<file path="src/rtl/rr_sel4_if.sv">
// Handshake bundle between four data sources, the round-robin output stage
// and its downstream consumer.
interface rr_sel4_if #(
  parameter int N = 64
);
  logic [3:0]   req;
  logic [N-1:0] X1;
  logic [N-1:0] X2;
  logic [N-1:0] X3;
  logic [N-1:0] X4;
  logic [3:0]   ack;
  logic [1:0]   select;
  logic [N-1:0] q;
  logic         q_valid;
  logic         q_ready;

  modport master (
    output req, X1, X2, X3, X4, q_ready,
    input  ack, select, q, q_valid
  );

  modport slave (
    input  req, X1, X2, X3, X4, q_ready,
    output ack, select, q, q_valid
  );
endinterface

</file>
<file path="src/rtl/rr_sel4_arb.sv">
// Four-source round-robin arbiter feeding a single-entry valid/ready output
// register; one word per cycle when the consumer keeps q_ready high.
module rr_sel4_arb #(
  parameter int N = 64
) (
  input  logic      clk,
  input  logic      rst_n,
  rr_sel4_if.slave  bus
);

  typedef enum logic {
    EMPTY = 1'b0,
    FULL  = 1'b1
  } state_t;

  state_t       state_p0;
  state_t       state_nxt;
  logic [1:0]   ptr_p0;
  logic [1:0]   ptr_nxt;
  logic [N-1:0] q_p0;
  logic [1:0]   sel_p0;

  logic         vld_p0;
  logic         any_req;
  logic         load;
  logic         take;
  logic [1:0]   grant;
  logic [3:0]   ack_c;

  // First requester at or after p, wrapping mod 4; scanning downward lets
  // the lowest offset overwrite the others.
  function automatic logic [1:0] rr_pick(input logic [3:0] r, input logic [1:0] p);
    logic [1:0] pick;
    logic [1:0] idx;
    pick = p;
    for (int k = 3; k >= 0; k--) begin
      idx = p + 2'(k);
      if (r[idx]) pick = idx;
    end
    return pick;
  endfunction

  function automatic logic [N-1:0] mux4(input logic [1:0]   s,
                                        input logic [N-1:0] a,
                                        input logic [N-1:0] b,
                                        input logic [N-1:0] c,
                                        input logic [N-1:0] d);
    logic [N-1:0] w;
    case (s)
      2'd0:    w = a;
      2'd1:    w = b;
      2'd2:    w = c;
      default: w = d;
    endcase
    return w;
  endfunction

  assign vld_p0  = (state_p0 == FULL);
  assign any_req = |bus.req;
  assign load    = !vld_p0 || bus.q_ready;
  assign grant   = rr_pick(bus.req, ptr_p0);
  // Reset gates the capture so no ack can escape while rst_n is low.
  assign take    = load && any_req && rst_n;

  always_comb begin
    ack_c = 4'b0000;
    if (take) ack_c[grant] = 1'b1;
  end

  always_comb begin
    state_nxt = state_p0;
    ptr_nxt   = ptr_p0;
    case (state_p0)
      EMPTY: begin
        if (any_req) state_nxt = FULL;
      end
      FULL: begin
        if (bus.q_ready && !any_req) state_nxt = EMPTY;
      end
      default: state_nxt = EMPTY;
    endcase
    if (take) ptr_nxt = grant + 2'd1;
  end

  always_ff @(posedge clk or negedge rst_n) begin
    if (!rst_n) begin
      state_p0 <= EMPTY;
      ptr_p0   <= 2'd0;
    end else begin
      state_p0 <= state_nxt;
      ptr_p0   <= ptr_nxt;
    end
  end

  // Stage p0: captured word and its source code; held when nothing is taken.
  always_ff @(posedge clk or negedge rst_n) begin
    if (!rst_n) begin
      q_p0   <= '0;
      sel_p0 <= 2'd0;
    end else if (take) begin
      q_p0   <= mux4(grant, bus.X1, bus.X2, bus.X3, bus.X4);
      sel_p0 <= grant;
    end
  end

  assign bus.ack     = ack_c;
  assign bus.select  = sel_p0;
  assign bus.q       = q_p0;
  assign bus.q_valid = vld_p0;

endmodule

</file>
<file path="src/flat_wrapper.sv">
// flat-port wrapper written by rule: the top's interface ports become plain ports
module rr_sel4_arb_flat 
#(
  parameter int N = 64
)
  (clk, rst_n, bus_req, bus_X1, bus_X2, bus_X3, bus_X4, bus_q_ready, bus_ack, bus_select, bus_q, bus_q_valid);
  rr_sel4_if #(.N(N)) bus_i ();
  input  logic clk;
  input  logic rst_n;
  input wire logic [$bits(bus_i.req)-1:0] bus_req;
  input wire logic [$bits(bus_i.X1)-1:0] bus_X1;
  input wire logic [$bits(bus_i.X2)-1:0] bus_X2;
  input wire logic [$bits(bus_i.X3)-1:0] bus_X3;
  input wire logic [$bits(bus_i.X4)-1:0] bus_X4;
  input wire logic [$bits(bus_i.q_ready)-1:0] bus_q_ready;
  output wire logic [$bits(bus_i.ack)-1:0] bus_ack;
  output wire logic [$bits(bus_i.select)-1:0] bus_select;
  output wire logic [$bits(bus_i.q)-1:0] bus_q;
  output wire logic [$bits(bus_i.q_valid)-1:0] bus_q_valid;
  assign bus_i.req = bus_req;
  assign bus_i.X1 = bus_X1;
  assign bus_i.X2 = bus_X2;
  assign bus_i.X3 = bus_X3;
  assign bus_i.X4 = bus_X4;
  assign bus_i.q_ready = bus_q_ready;
  assign bus_ack = bus_i.ack;
  assign bus_select = bus_i.select;
  assign bus_q = bus_i.q;
  assign bus_q_valid = bus_i.q_valid;
  rr_sel4_arb #(.N(N)) u_core (.clk(clk), .rst_n(rst_n), .bus(bus_i));
endmodule
</file>
<file path="config.mk">
export PLATFORM = sky130hd
export DESIGN_NAME = rr_sel4_arb_flat
export DESIGN_NICKNAME = d
export VERILOG_FILES = /design/src/rtl/rr_sel4_if.sv /design/src/rtl/rr_sel4_arb.sv /design/src/flat_wrapper.sv
export SDC_FILE = /design/constraint.sdc
export NUM_CORES = 1
export LEC_CHECK = 0
export ABC_AREA = 1
export CAP_MARGIN = 25
export CORE_AREA = 5 5 128 130
export CTS_BUF_LIST = sky130_fd_sc_hd__clkbuf_8
export DETAILED_ROUTE_END_ITERATION = 10
export DIE_AREA = 0 0 133 135
export GPL_ROUTABILITY_DRIVEN = 0
export GPL_TIMING_DRIVEN = 0
export PLACE_DENSITY = 0.75
export SLEW_MARGIN = 20
export SYNTH_ARGS = -nofsm -noshare
export SYNTH_HDL_FRONTEND = slang
export SYNTH_SLANG_ARGS = --single-unit
export TNS_END_PERCENT = 20
</file>
<file path="constraint.sdc">
create_clock -name clk -period 3.05 [get_ports clk]
set_clock_uncertainty 0.05 [all_clocks]
set_input_delay 0.7625 -clock clk [delete_from_list [all_inputs] [get_ports clk]]
set_output_delay 0.7625 -clock clk [all_outputs]
set_load 0.05 [all_outputs]
</file>
=== Word level (Yosys, flattened, before mapping) ===
Cells that the tools add are included.
Widths: inputs -> output; s select.

* Output and inout bits: 71
* Register bits: 69

* Reduce and logical (&&, ||, !) cells: 9
* $add $sub $neg: 4
* Equal/unequal tests: 2
* Multiplexer cells: 19
* Magnitude comparators: 6
* Bitwise gates (word level): 1

{| class="wikitable"
|+ Operators with widths
! kind !! number
|-
| $pmux 64 s3 || 1
|-
| $lt 2x3->1 const B || 5
|-
| $bmux 1 s2 || 4
|-
| $mux 2 || 4
|-
| $mux 1 || 7
|-
| $add 2x1->2 const B || 2
|-
| $add 2x2->2 const B || 2
|-
| $logic_and 1x1->1 || 4
|-
| $mux 4 || 1
|-
| $reduce_or 4->1 || 1
|-
| $demux 1 s2 || 1
|-
| $eq 2x1->1 const B || 1
|-
| $eq 2x2->1 const B || 1
|-
| $ge 2x1->1 const B || 1
|-
| $logic_not 1->1 || 2
|-
| $logic_not 2->1 || 1
|-
| $pmux 1 s2 || 1
|-
| $logic_or 1x1->1 || 1
|-
| $not 1->1 || 1
|}

=== Longest topological paths before layout ===
Gate-level depths: netlist of run 1.

* Depth after elaboration: 12
* Depth in mapped cells: 18
* Mapped depth without buffers: 15

=== Least setup slack after synthesis of run 1 ===
OpenSTA, ideal clock, no wires.

* Kind: in2out
* From: in bus_req[1]
* To: out bus_ack[2]
* Stages: 16
* Data required time: 2.237 ns
* Arrival: 2.740 ns
* Slack: -0.502 ns
* Path through: inv_2 -> nand2_1 -> nand3_1 -> nand2_1 -> inv_1 -> nand2_1 -> nand2_2 -> nand2_1 -> nand2_2 -> nand2_2 -> inv_1 -> ha_1 -> buf_2 -> clkbuf_1 -> inv_1 -> nor2_1

* Cells in the longest elaborated chain, start to end: 11

{| class="wikitable"
|+ Ends and longest elaborated chain
! item !! RTL line !! source
|-
| start, declared || flat_wrapper.sv:10 || <nowiki>input wire logic [$bits(bus_i.req)-1:0] bus_req;</nowiki>
|-
| $bmux 1 s2 || rr_sel4_arb.sv:38 || <nowiki>if (r[idx]) pick = idx;</nowiki>
|-
| $mux 1 (not written as such) || rr_sel4_arb.sv:38 ||
|-
| $mux 2 (3 in series) || rr_sel4_arb.sv:38 ||
|-
| $mux 2 (*) || rr_sel4_arb.sv:38 ||
|-
| named net u_core.grant[0] || rr_sel4_arb.sv:27 || <nowiki>logic [1:0] grant;</nowiki>
|-
| $lt 2x3->1 (not written as such) / $ge 2x1->1 (equally long branches) || rr_sel4_arb.sv:67 || <nowiki>if (take) ack_c[grant] = 1'b1;</nowiki>
|-
| $logic_and 1x1->1 (not written as such) || rr_sel4_arb.sv:67 ||
|-
| $mux 1 (not written as such) || rr_sel4_arb.sv:67 ||
|-
| $demux 1 s2 (*) || -- ||
|-
| $mux 4 (*) || rr_sel4_arb.sv:67 ||
|-
| end, declared || flat_wrapper.sv:16 || <nowiki>output wire logic [$bits(bus_i.ack)-1:0] bus_ack;</nowiki>
|}

Mark *: on every way through the listed nets, which the timed path passes. The rest lies on a longest branch. The select of a mux whose other input is x is not followed.

=== Worst setup path after layout of run 1 ===
* From: reg u_core.ptr_p0[0]
* To: out bus_ack[2]

* Cells in the longest elaborated chain, start to end: 12

{| class="wikitable"
|+ Ends and longest elaborated chain
! item !! RTL line !! source
|-
| start, declared || rr_sel4_arb.sv:18 || <nowiki>logic [1:0] ptr_p0;</nowiki>
|-
| start signal, assigned || rr_sel4_arb.sv:91 || <nowiki>ptr_p0 <= ptr_nxt;</nowiki>
|-
| $add 2x2->2 || rr_sel4_arb.sv:37 || <nowiki>idx = p + 2'(k);</nowiki>
|-
| $bmux 1 s2 || rr_sel4_arb.sv:38 ||
|-
| $mux 1 (not written as such) || rr_sel4_arb.sv:38 ||
|-
| $mux 2 (3 in series) || rr_sel4_arb.sv:38 ||
|-
| $mux 2 (*) || rr_sel4_arb.sv:38 ||
|-
| named net u_core.grant[0] || rr_sel4_arb.sv:27 ||
|-
| $lt 2x3->1 (not written as such) / $ge 2x1->1 (equally long branches) || rr_sel4_arb.sv:67 ||
|-
| $logic_and 1x1->1 (not written as such) || rr_sel4_arb.sv:67 ||
|-
| $mux 1 (not written as such) || rr_sel4_arb.sv:67 ||
|-
| $demux 1 s2 (*) || -- ||
|-
| $mux 4 (*) || rr_sel4_arb.sv:67 ||
|}

Marked as above.

==> results of run 1 <==
[power groups by stage]
stage / Sequential [mW] / Clock [mW] / Combinational, mW
final: 1.58 / 0.796 / 8.49
after detailed placement: 1.57 / 0 / 7.24
after CTS: 1.56 / 0.814 / 8.11
after global routing: 1.63 / 0.849 / 9.11
after global placement: 1.55 / 0 / 7.20
after floorplan: 2.93 / 0 / 3.36
[registers in the layout, summed over array words and instances, names as in the netlist]
name	cells
u_core.bus.q	64
u_core.bus.select	2
u_core.ptr_p0	2
u_core.bus.q_valid	1
[metal layers]
layer  vias to the layer above  global-route usage  wire length, um
li1                       2792                   -                -
met1                      2704               0.277             8600
met2                       268               0.413            11400
met3                        41              0.0622             1820
met4                         0              0.0878              583
met5                         -                   0                0
[cell type report]
type	count	area [um2]	area share
timing repair buffer	369	3630	0.418
multi-input combinational	447	2490	0.287
sequential	69	1730	0.199
buffer	48	298	0.0343
tap	188	235	0.0271
clock buffer	10	138	0.0159
inverter	20	92.6	0.0107
clock inverter	6	62.6	0.00722
[layout by cell type, fill, tap and decap left out]
master and instances:
o21bai_4 1, nor2_1 2, nor2_4 3, ha_2 1
clkinv_2 2, nand3_1 2, nand2_2 16, a221oi_1 63
nand3_2 5, clkinvlp_4 3, nand2_1 204, nand3_4 2
buf_6 9, clkbuf_16 1, inv_4 5, inv_2 5
or2_2 1, clkinv_4 1, o21ai_1 61, bufinv_16 1
buf_12 3, nor2_2 1, o21ai_0 68, ha_1 1
clkbuf_8 10, nand4_1 1, ha_4 3, dfrtp_1 67
nand2_4 9, inv_1 9, a221oi_2 1, o21ai_4 2
buf_2 21, buf_4 41, clkbuf_1 15, dfrtp_2 2
clkdlybuf4s50_1 324, buf_8 1, clkbuf_2 2
[final timing paths]
kind	slack, ps	end	cells past startpoint	startpoint
worst min-delay path	170	u_core.bus.q[13]	1	rst_n
worst min register to register	440	u_core.bus.q[6]	2	u_core.bus.q[6]
max in group asynchronous	2310	u_core.bus.q[39]	2	rst_n
min in group clk	440	u_core.bus.q[6]	2	u_core.bus.q[6]
worst max-delay path	-30	bus_ack[2]	15	u_core.ptr_p0[0]
worst max register to register	20	u_core.bus.select[1]	22	u_core.ptr_p0[0]
[Yosys cell counts (5+ instances only)]
cell type / number / area (um2)
o21ai_1: 62 / 310
inv_1: 16 / 60.1
buf_2: 21 / 105
nand2_1: 225 / 845
buf_4: 8 / 60.1
o21ai_0: 69 / 345
a221oi_1: 64 / 561
ha_1: 5 / 62.6
clkbuf_1: 20 / 75.1
nor2_1: 6 / 22.5
dfrtp_1: 69 / 1730
nand3_1: 9 / 45.0
[cells by family (layout without fill, tap and decap cells)]
| family | Yosys count | after routing | synth area share |
|---|---|---|---|
| simple gates | 246 | 246 | 0.221 |
| compound gates | 196 | 196 | 0.285 |
| buf+inv | 71 | 453 | 0.0786 |
| flops | 69 | 69 | 0.402 |
| fa+ha+maj | 5 | 5 | 0.0145 |
[timing repair]
action / CTS / global route
buffers inserted: 26 / 10
pin swaps: 14 / 19
gates resized for setup: 94 / 52
setup endpoints to repair: 40 / 45
hold buffers: 0 / 0
gates cloned: 1 / 0
==> run_results.csv, run 1 <==
group,metric,value,unit
status,status,"finished, violations left",
status,violations,"negative setup slack",
synthesis,ys_warn_count,0,
clocking,cts_tree,"done",
pwr,clockPowerShare,0.073,
critical_path,cp_slowest_stage_delay,460,ps
critical_path,critPathMaxFanout,5,
layout,post_layout_nonfiller_instances,1157,
synthesis,synth.avg_cell_area,7.33,um2
floorplanning,initial_utilization,0.286,
global_route,gr-total-overflow,0,
sta,fin_tns_setup,-56.8,ps
clocking,clock-sinks,69,
clocking,clkTransAtPathRegs,80,ps
sta,hold_viol_final,0,
synthesis,postSynthRegisterBits,69,
synthesis,yosys.cell_types.count,18,
drt,vias,5805,
layout,final_area,8670,um2
placement,dp_cells,1109,
drt,antenna_left,0,
synthesis,synth_edf_count,0,
pwr,p_leak,3.79,nW
layout,antenna_cells,0,
sta,slew_headroom,0.560,
synthesis,ys_seq_area_frac,0.402,
clocking,insertion_delay,360,ps
pwr,swShare,0.534,
layout,nNetsFinal,1232,
layout,final.fill_count,1404,
sta,tightest_slew,660,ps
pwr,power,10.9,mW
sta,fmax,0.325,GHz
floorplanning,dieArea,18000,um2
pwr,internal-power,5.06,mW
critical_path,critPathBufInv,5,
sta,setup_viol_count_final,2,
floorplanning,die_y,135,um
clocking,cts_htree_levels,3,
hold_path,hold_path_class,"in -> async",
global_route,grt_max_degree,38,
sta,rsz0062_at_grt,"true",
pwr,p_per_area,1250,nW/um2
critical_path,cp-start-kind,"flip-flop",
synthesis,synth_cells,587,
critical_path,cp_cell_sequence,"buf_8 -> o21ai_4 -> nand2_1 -> nand2_2 -> nand2_2 -> nand2_2 -> nand2_2 -> nand2_2 -> nand2_4 -> inv_4 -> ha_4 -> clkbuf_16 -> inv_4 -> nor2_4 -> buf_6",
critical_path,worst_path_most_repeated_cell,"nand2_2",
critical_path,critical_path_required,2240,ps
global_route,grt_pass1_vias,5914,
layout,utilization,0.577,
floorplanning,io_pins,334,
drt,first_pass_iters,5,
pwr,vdd_drop_max,0.541,mV
sta,period_needed,3080,ps
synthesis,async_flop_share,1.00,
drt,drt_iter0_drc,396,
pwr,p_sw,5.81,mW
clocking,cts-root-buf,"clkbuf_8",
drt,viasPerCell,5.02,
drt,route.detailed.drc,0,
critical_path,endpoint_kind,"output port",
clocking,clock_path_buffers,2,
global_route,grt_pass1_wl,33000,um
global_route,grt_use_total,0.236,
critical_path,cp_top_family,"buffers and inverters",
placement,pre_cts_ws,-1690,ps
floorplanning,core.rowCount,45,
critical_path,crit_type,"reg -> out",
synthesis,syn-num-nets,855,
placement,place_area,7910,um2
sta,setup_ws,-30.3,ps
clocking,cts_made_buffers,9,
drt,wire_per_inst,19.3,um
job,drv_cap,0,
pwr,seq_power_share,0.146,
global_route,antenna_found_initial,0,
sta,post-route-period-util,1.01,
critical_path,crit_slowest_cell,"dfrtp_2",
layout,area_delta_synth_final,102,%
sta,slew_violations,0,
sta,holdWs,174,ps
pwr,comb_power_share,0.781,
placement,dp_hpwl,16900,um
floorplanning,dieWidth,133,um
critical_path,arrival,2270,ps
synthesis,syn_area,4300,um2
drt,wirelength,22400,um
floorplanning,coreArea,15000,um2
placement,port_buffers,333,
layout,drive_gt1_frac,0.157,
synthesis,synthFlopType,"dfrtp_1",
No activity file was read; power rests on OpenSTA's default activity.
==> run 2, diff against run 1 <==
- SETUP_SLACK_MARGIN: default -> 0.02
==> run_results.csv, run 2 (synthesis results as in run 1) <==
group,metric,value,unit
status,status,"finished, violations left",
status,violations,"negative setup slack",
clocking,clock-sinks,69,
critical_path,crit_end,"u_core.bus.select[1]",
critical_path,cp-start-kind,"flip-flop",
pwr,p_leak,3.77,nW
drt,first_pass_iters,5,
drt,wirelength,22400,um
hold_path,hold_path_class,"in -> async",
drt,antenna_left,0,
sta,tightest_slew,654,ps
layout,nNetsFinal,1232,
global_route,grt_use_total,0.235,
placement,port_buffers,333,
floorplanning,initial_utilization,0.286,
sta,rsz0062_at_grt,"true",
sta,fmax,0.321,GHz
floorplanning,io_pins,334,
sta,fin_tns_setup,-224,ps
critical_path,critical_path.startpoint,"u_core.ptr_p0[0]",
floorplanning,die_y,135,um
pwr,p_per_area,1250,nW/um2
drt,viasPerCell,5.11,
layout,utilization,0.572,
drt,drt_iter0_drc,362,
global_route,grt_pass1_vias,5975,
layout,final_common_cell,"clkdlybuf4s50_1",
clocking,cts_hold_buf,0,
critical_path,critical_path_required,3250,ps
job,drv_cap,0,
layout,largest_reg_flops,64,
sta,holdWs,238,ps
layout,area_delta_synth_final,99.9,%
clocking,clock_path_buffers,2,
pwr,power,10.7,mW
layout,post_layout_nonfiller_instances,1155,
clocking,cts-root-buf,"clkbuf_8",
global_route,antenna_found_initial,0,
placement,place_area,7920,um2
sta,hold_viol_final,0,
pwr,vdd_drop_max,0.563,mV
critical_path,crit_type,"reg -> reg",
placement,pre_cts_ws,-1480,ps
layout,antenna_cells,0,
clocking,insertion_delay,360,ps
clocking,cts_htree_levels,3,
clocking,cts_made_buffers,9,
global_route,grt_max_degree,37,
critical_path,endpoint_kind,"flip-flop",
sta,slew_violations,0,
layout,final_cell_mix,"324 x clkdlybuf4s50_1, 210 x nand2_1, 68 x o21ai_0",
critical_path,reg2reg_from,"u_core.ptr_p0[0]",
floorplanning,dieArea,18000,um2
clocking,cts_tree,"done",
drt,wl_met2,11400,um
layout,final_area,8600,um2
sta,slew_headroom,0.564,
clocking,clkTransAtPathRegs,80,ps
drt,vias,5907,
sta,period_needed,3110,ps
sta,setup_ws,-61.8,ps
global_route,grt_pass1_wl,32700,um
drt,wire_per_inst,19.4,um
drt,routed.top_layer,"met4",
floorplanning,coreArea,15000,um2
drt,route.met3.wl,1670,um
sta,post-route-period-util,1.02,
critical_path,arrival,3310,ps
critical_path,r2r_end,"u_core.bus.select[1]",
critical_path,critPathMaxFanout,5,
drt,wl_met1,8610,um
placement,dp_cells,1109,
global_route,gr-total-overflow,0,
critical_path,r2r_cells,21,
drt,route.detailed.drc,0,
sta,setup_viol_count_final,4,
critical_path,r2r_slack,-60,ps
floorplanning,core.rowCount,45,
floorplanning,dieWidth,133,um
placement,dp_hpwl,16800,um
layout,drive_gt1_frac,0.148,
[run 2: cell types whose count changed in the layout (fill, tap and decap cells not counted), sizes merged]
cell	delta
clkbuf	+3
clkinvlp	-3
clkinv	-2
bufinv	-1
inv	+1
[run 2: critical path: stages (launching register included)]
cell	delay, ps
dfrtp_2	460
buf_6	160
o21ai_4	170
nand2_2	90
nand2_2	70
o21bai_1	120
nand3_2	130
buf_4	160
buf_4	120
buf_4	130
buf_4	130
buf_4	120
buf_4	110
buf_4	120
buf_4	120
buf_4	120
buf_4	120
buf_4	120
buf_4	120
buf_4	140
nand3_2	60
nand2_1	60
[run 2: routing by layer]
metal,GRT usage,vias to the layer above
met5,0,-
met4,0.0976,0
met3,0.0540,48
met1,0.278,2779
li1,-,2791
met2,0.411,289
[run 2: repair_timing]
action / 4_1_cts / 5_1_grt
setup buffers: 28 / 8
setup endpoints to repair: 54 / 46
pin swaps: 14 / 21
gates resized for setup: 86 / 40
cloned: 1 / 0
[run 2: power by group]
group / leakage, nW / internal [mW] / total [mW] / switching (mW)
sequential: 0.862 / 1.33 / 1.57 / 0.235
combinational: 2.82 / 3.29 / 8.42 / 5.13
clock: 0.0974 / 0.375 / 0.733 / 0.358
[run 2: area by class of cell]
| type | count | area, um2 |
|---|---|---|
| clock inverters | 1 | 5.00 |
| multi-input cells | 447 | 2440 |
| repair buffers | 369 | 3610 |
| plain buffers | 48 | 299 |
| clock buffers | 13 | 179 |
| fillers | 1388 | 6440 |
| inverters | 20 | 90.1 |
| flip-flops and latches | 69 | 1730 |
| well taps | 188 | 235 |
[run 2: worst min path at each step]
stage                      endpoint  slack, ps
2_1_floorplan       u_core.bus.q[0]        420
3_3_place_gp   u_core.bus.select[0]        420
3_5_place_dp   u_core.bus.select[1]        410
4_1_cts            u_core.bus.q[13]        230
5_1_grt            u_core.bus.q[13]        250
6_report           u_core.bus.q[13]        240
==> run 3, diff against run 2 <==
--- a/config.mk
+++ b/config.mk
@@ -16,2 +16,3 @@
 export PLACE_DENSITY = 0.75
+export RECOVER_POWER = 100
 export SETUP_SLACK_MARGIN = 0.02
@@ -21,2 +22 @@
 export SYNTH_SLANG_ARGS = --single-unit
-export TNS_END_PERCENT = 20
==> constraint.sdc (replaced) <==
create_clock -name clk -period 3.05 [get_ports clk]
set_clock_uncertainty 0.05 [all_clocks]
set_input_delay 0.915 -clock clk [delete_from_list [all_inputs] [get_ports clk]]
set_output_delay 0.915 -clock clk [all_outputs]
set_load 0.05 [all_outputs]
==> run_results.csv, run 3 (synthesis results as in run 1) <==
group,metric,value,unit
status,status,"finished, violations left",
status,violations,"negative setup slack",
floorplanning,die_y,135,um
critical_path,cp_slowest_stage_delay,150,ps
global_route,grt_max_degree,38,
critical_path,r2r_end,"u_core.bus.q[53]",
floorplanning,coreArea,15000,um2
placement,dp_hpwl,17600,um
drt,antenna_left,0,
critical_path,critical_path_required,2080,ps
floorplanning,dieArea,18000,um2
critical_path,critPathBufInv,6,
placement,port_buffers,333,
clocking,clock-sinks,69,
clocking,cts_tree,"done",
sta,hold_viol_final,0,
critical_path,r2r_slack,190,ps
clocking,cts_made_buffers,9,
sta,fin_tns_setup,-709,ps
drt,route.detailed.drc,0,
layout,drive_gt1_frac,0.152,
pwr,power,10.8,mW
clocking,cts-root-buf,"clkbuf_8",
global_route,grt_use_total,0.239,
global_route,use_met1,0.280,
sta,post-route-period-util,1.06,
clocking,insertion_delay,350,ps
drt,vias,5841,
floorplanning,dieWidth,133,um
sta,slew_headroom,0.343,
critical_path,crit_slowest_cell,"ha_4",
global_route,grt.busiest_layer,"met2",
sta,slew_violations,0,
global_route,grt_util_met2,0.416,
global_route,grt_pass1_vias,5870,
pwr,p_per_area,1250,nW/um2
pwr,p_leak,3.78,nW
drt,viasPerCell,5.10,
global_route,gr-total-overflow,0,
layout,final_common_cell,"clkdlybuf4s50_1",
critical_path,critPathMaxFanout,3,
layout,final_cell_mix,"323 x clkdlybuf4s50_1, 211 x nand2_1, 68 x o21ai_0",
drt,drt_iter0_drc,247,
job,drv_cap,0,
sta,period_needed,3250,ps
global_route,gr-usage-met3,0.0697,
critical_path,r2r_cells,15,
sta,fmax,0.308,GHz
layout,area_delta_synth_final,102,%
critical_path,cp-start-kind,"input port",
sta,holdWs,437,ps
hold_path,hold_path_class,"in -> async",
clocking,clkTransAtPathRegs,80,ps
global_route,grt_pass1_wl,33100,um
floorplanning,core.rowCount,45,
critical_path,endpoint_kind,"output port",
placement,dp_cells,1109,
sta,tightest_slew,986,ps
layout,nNetsFinal,1221,
pwr,vdd_drop_max,0.588,mV
sta,setup_ws,-198,ps
clocking,clock_path_buffers,2,
layout,largest_reg_flops,64,
global_route,antenna_found_initial,3,
layout,post_layout_nonfiller_instances,1146,
floorplanning,io_pins,334,
clocking,cts_htree_levels,3,
sta,setup_viol_count_final,4,
sta,rsz0062_at_grt,"true",
drt,wirelength,22900,um
drt,first_pass_iters,5,
critical_path,reg2reg_from,"u_core.ptr_p0[0]",
critical_path,cp_cell_sequence,"buf_6 -> inv_6 -> nand2_4 -> nand3_4 -> nand2_1 -> o21bai_1 -> nand3_1 -> nand2_2 -> inv_2 -> ha_4 -> clkbuf_16 -> inv_4 -> nor2_4 -> buf_8",
clocking,cts_hold_buf,0,
critical_path,arrival,2280,ps
floorplanning,initial_utilization,0.286,
critical_path,cp_top_family,"buffers and inverters",
drt,wire_per_inst,19.9,um
critical_path,crit_type,"in -> out",
==> run 3: cell count changes in the layout (fill, tap and decap cells not counted), moves of 3 or more <==
cell      before  now
clkbuf_2       1    5
a221oi_2       4   12
buf_4         40   29
buf_2         21   15
clkbuf_8      13   10
clkbuf_1      16   12
buf_8          2    7
clkbuf_4       0    3
a221oi_1      60   52
==> run 3: layer usage <==
layer,up-vias,wire (um)
met1,2721,8870
met2,290,11300
li1,2777,-
met4,4,672
met5,-,19
met3,49,2040
==> run 3: worst reg2reg max path, cell delays in order (launching register included) <==
cell	delay [ps]
dfrtp_2	450
buf_6	160
o21ai_4	160
nand2_1	70
nand2_1	70
nand2_1	60
nand2_2	70
nand2_2	50
nand2_2	100
nand2_4	80
inv_4	80
ha_4	140
buf_2	320
clkbuf_1	550
a221oi_1	210
o21ai_1	180
==> run 3: report_power, final <==
group | total [mW] | switching (mW) | internal, mW
Sequential | 1.59 | 0.254 | 1.33
Combinational | 8.40 | 5.17 | 3.23
Clock | 0.848 | 0.373 | 0.474
Total | 10.8 | 5.80 | 5.03
==> run 3: how the worst max path moves through the flow <==
stage	startpoint	to	slack, ps	depth (start not counted)
final	bus_req[0]	bus_ack[2]	-200	14
after global routing	bus_req[2]	bus_ack[2]	-310	17
after CTS	bus_req[1]	bus_ack[2]	-280	17
after detailed placement	bus_req[0]	bus_ack[2]	-1560	17
after global placement	rst_n	bus_ack[2]	-3660	6
after floorplan	bus_req[1]	bus_ack[2]	-160	14
==> run 3: cell type report <==
type / count / area [um2]
Antenna cell: 1 / 2.50
Buffer: 48 / 324
Clock buffer: 10 / 138
Clock inverter: 5 / 76.3
Fill cell: 1381 / 6360
Inverter: 20 / 103
Multi-Input combinational cell: 447 / 2500
Sequential cell: 69 / 1730
Tap cell: 188 / 235
Timing Repair Buffer: 358 / 3560
==> run 3: timing repair <==
action | CTS | global route
buffers inserted | 13 | 12
setup endpoints to repair | 68 | 61
resized for setup | 73 | 64
pin swaps | 14 | 22
cloned | 0 | 1
==> run 3: metrics by stage <==
step | cell area [um2] | setup slack [ps] | utilization
floorplan | 4440 | -160 | -
global placement | 8010 | -3660 | 0.533
detailed placement | 8030 | -1560 | 0.534
CTS | 8420 | -284 | 0.560
global route | 8670 | -310 | 0.577
finish | 8670 | -198 | 0.577
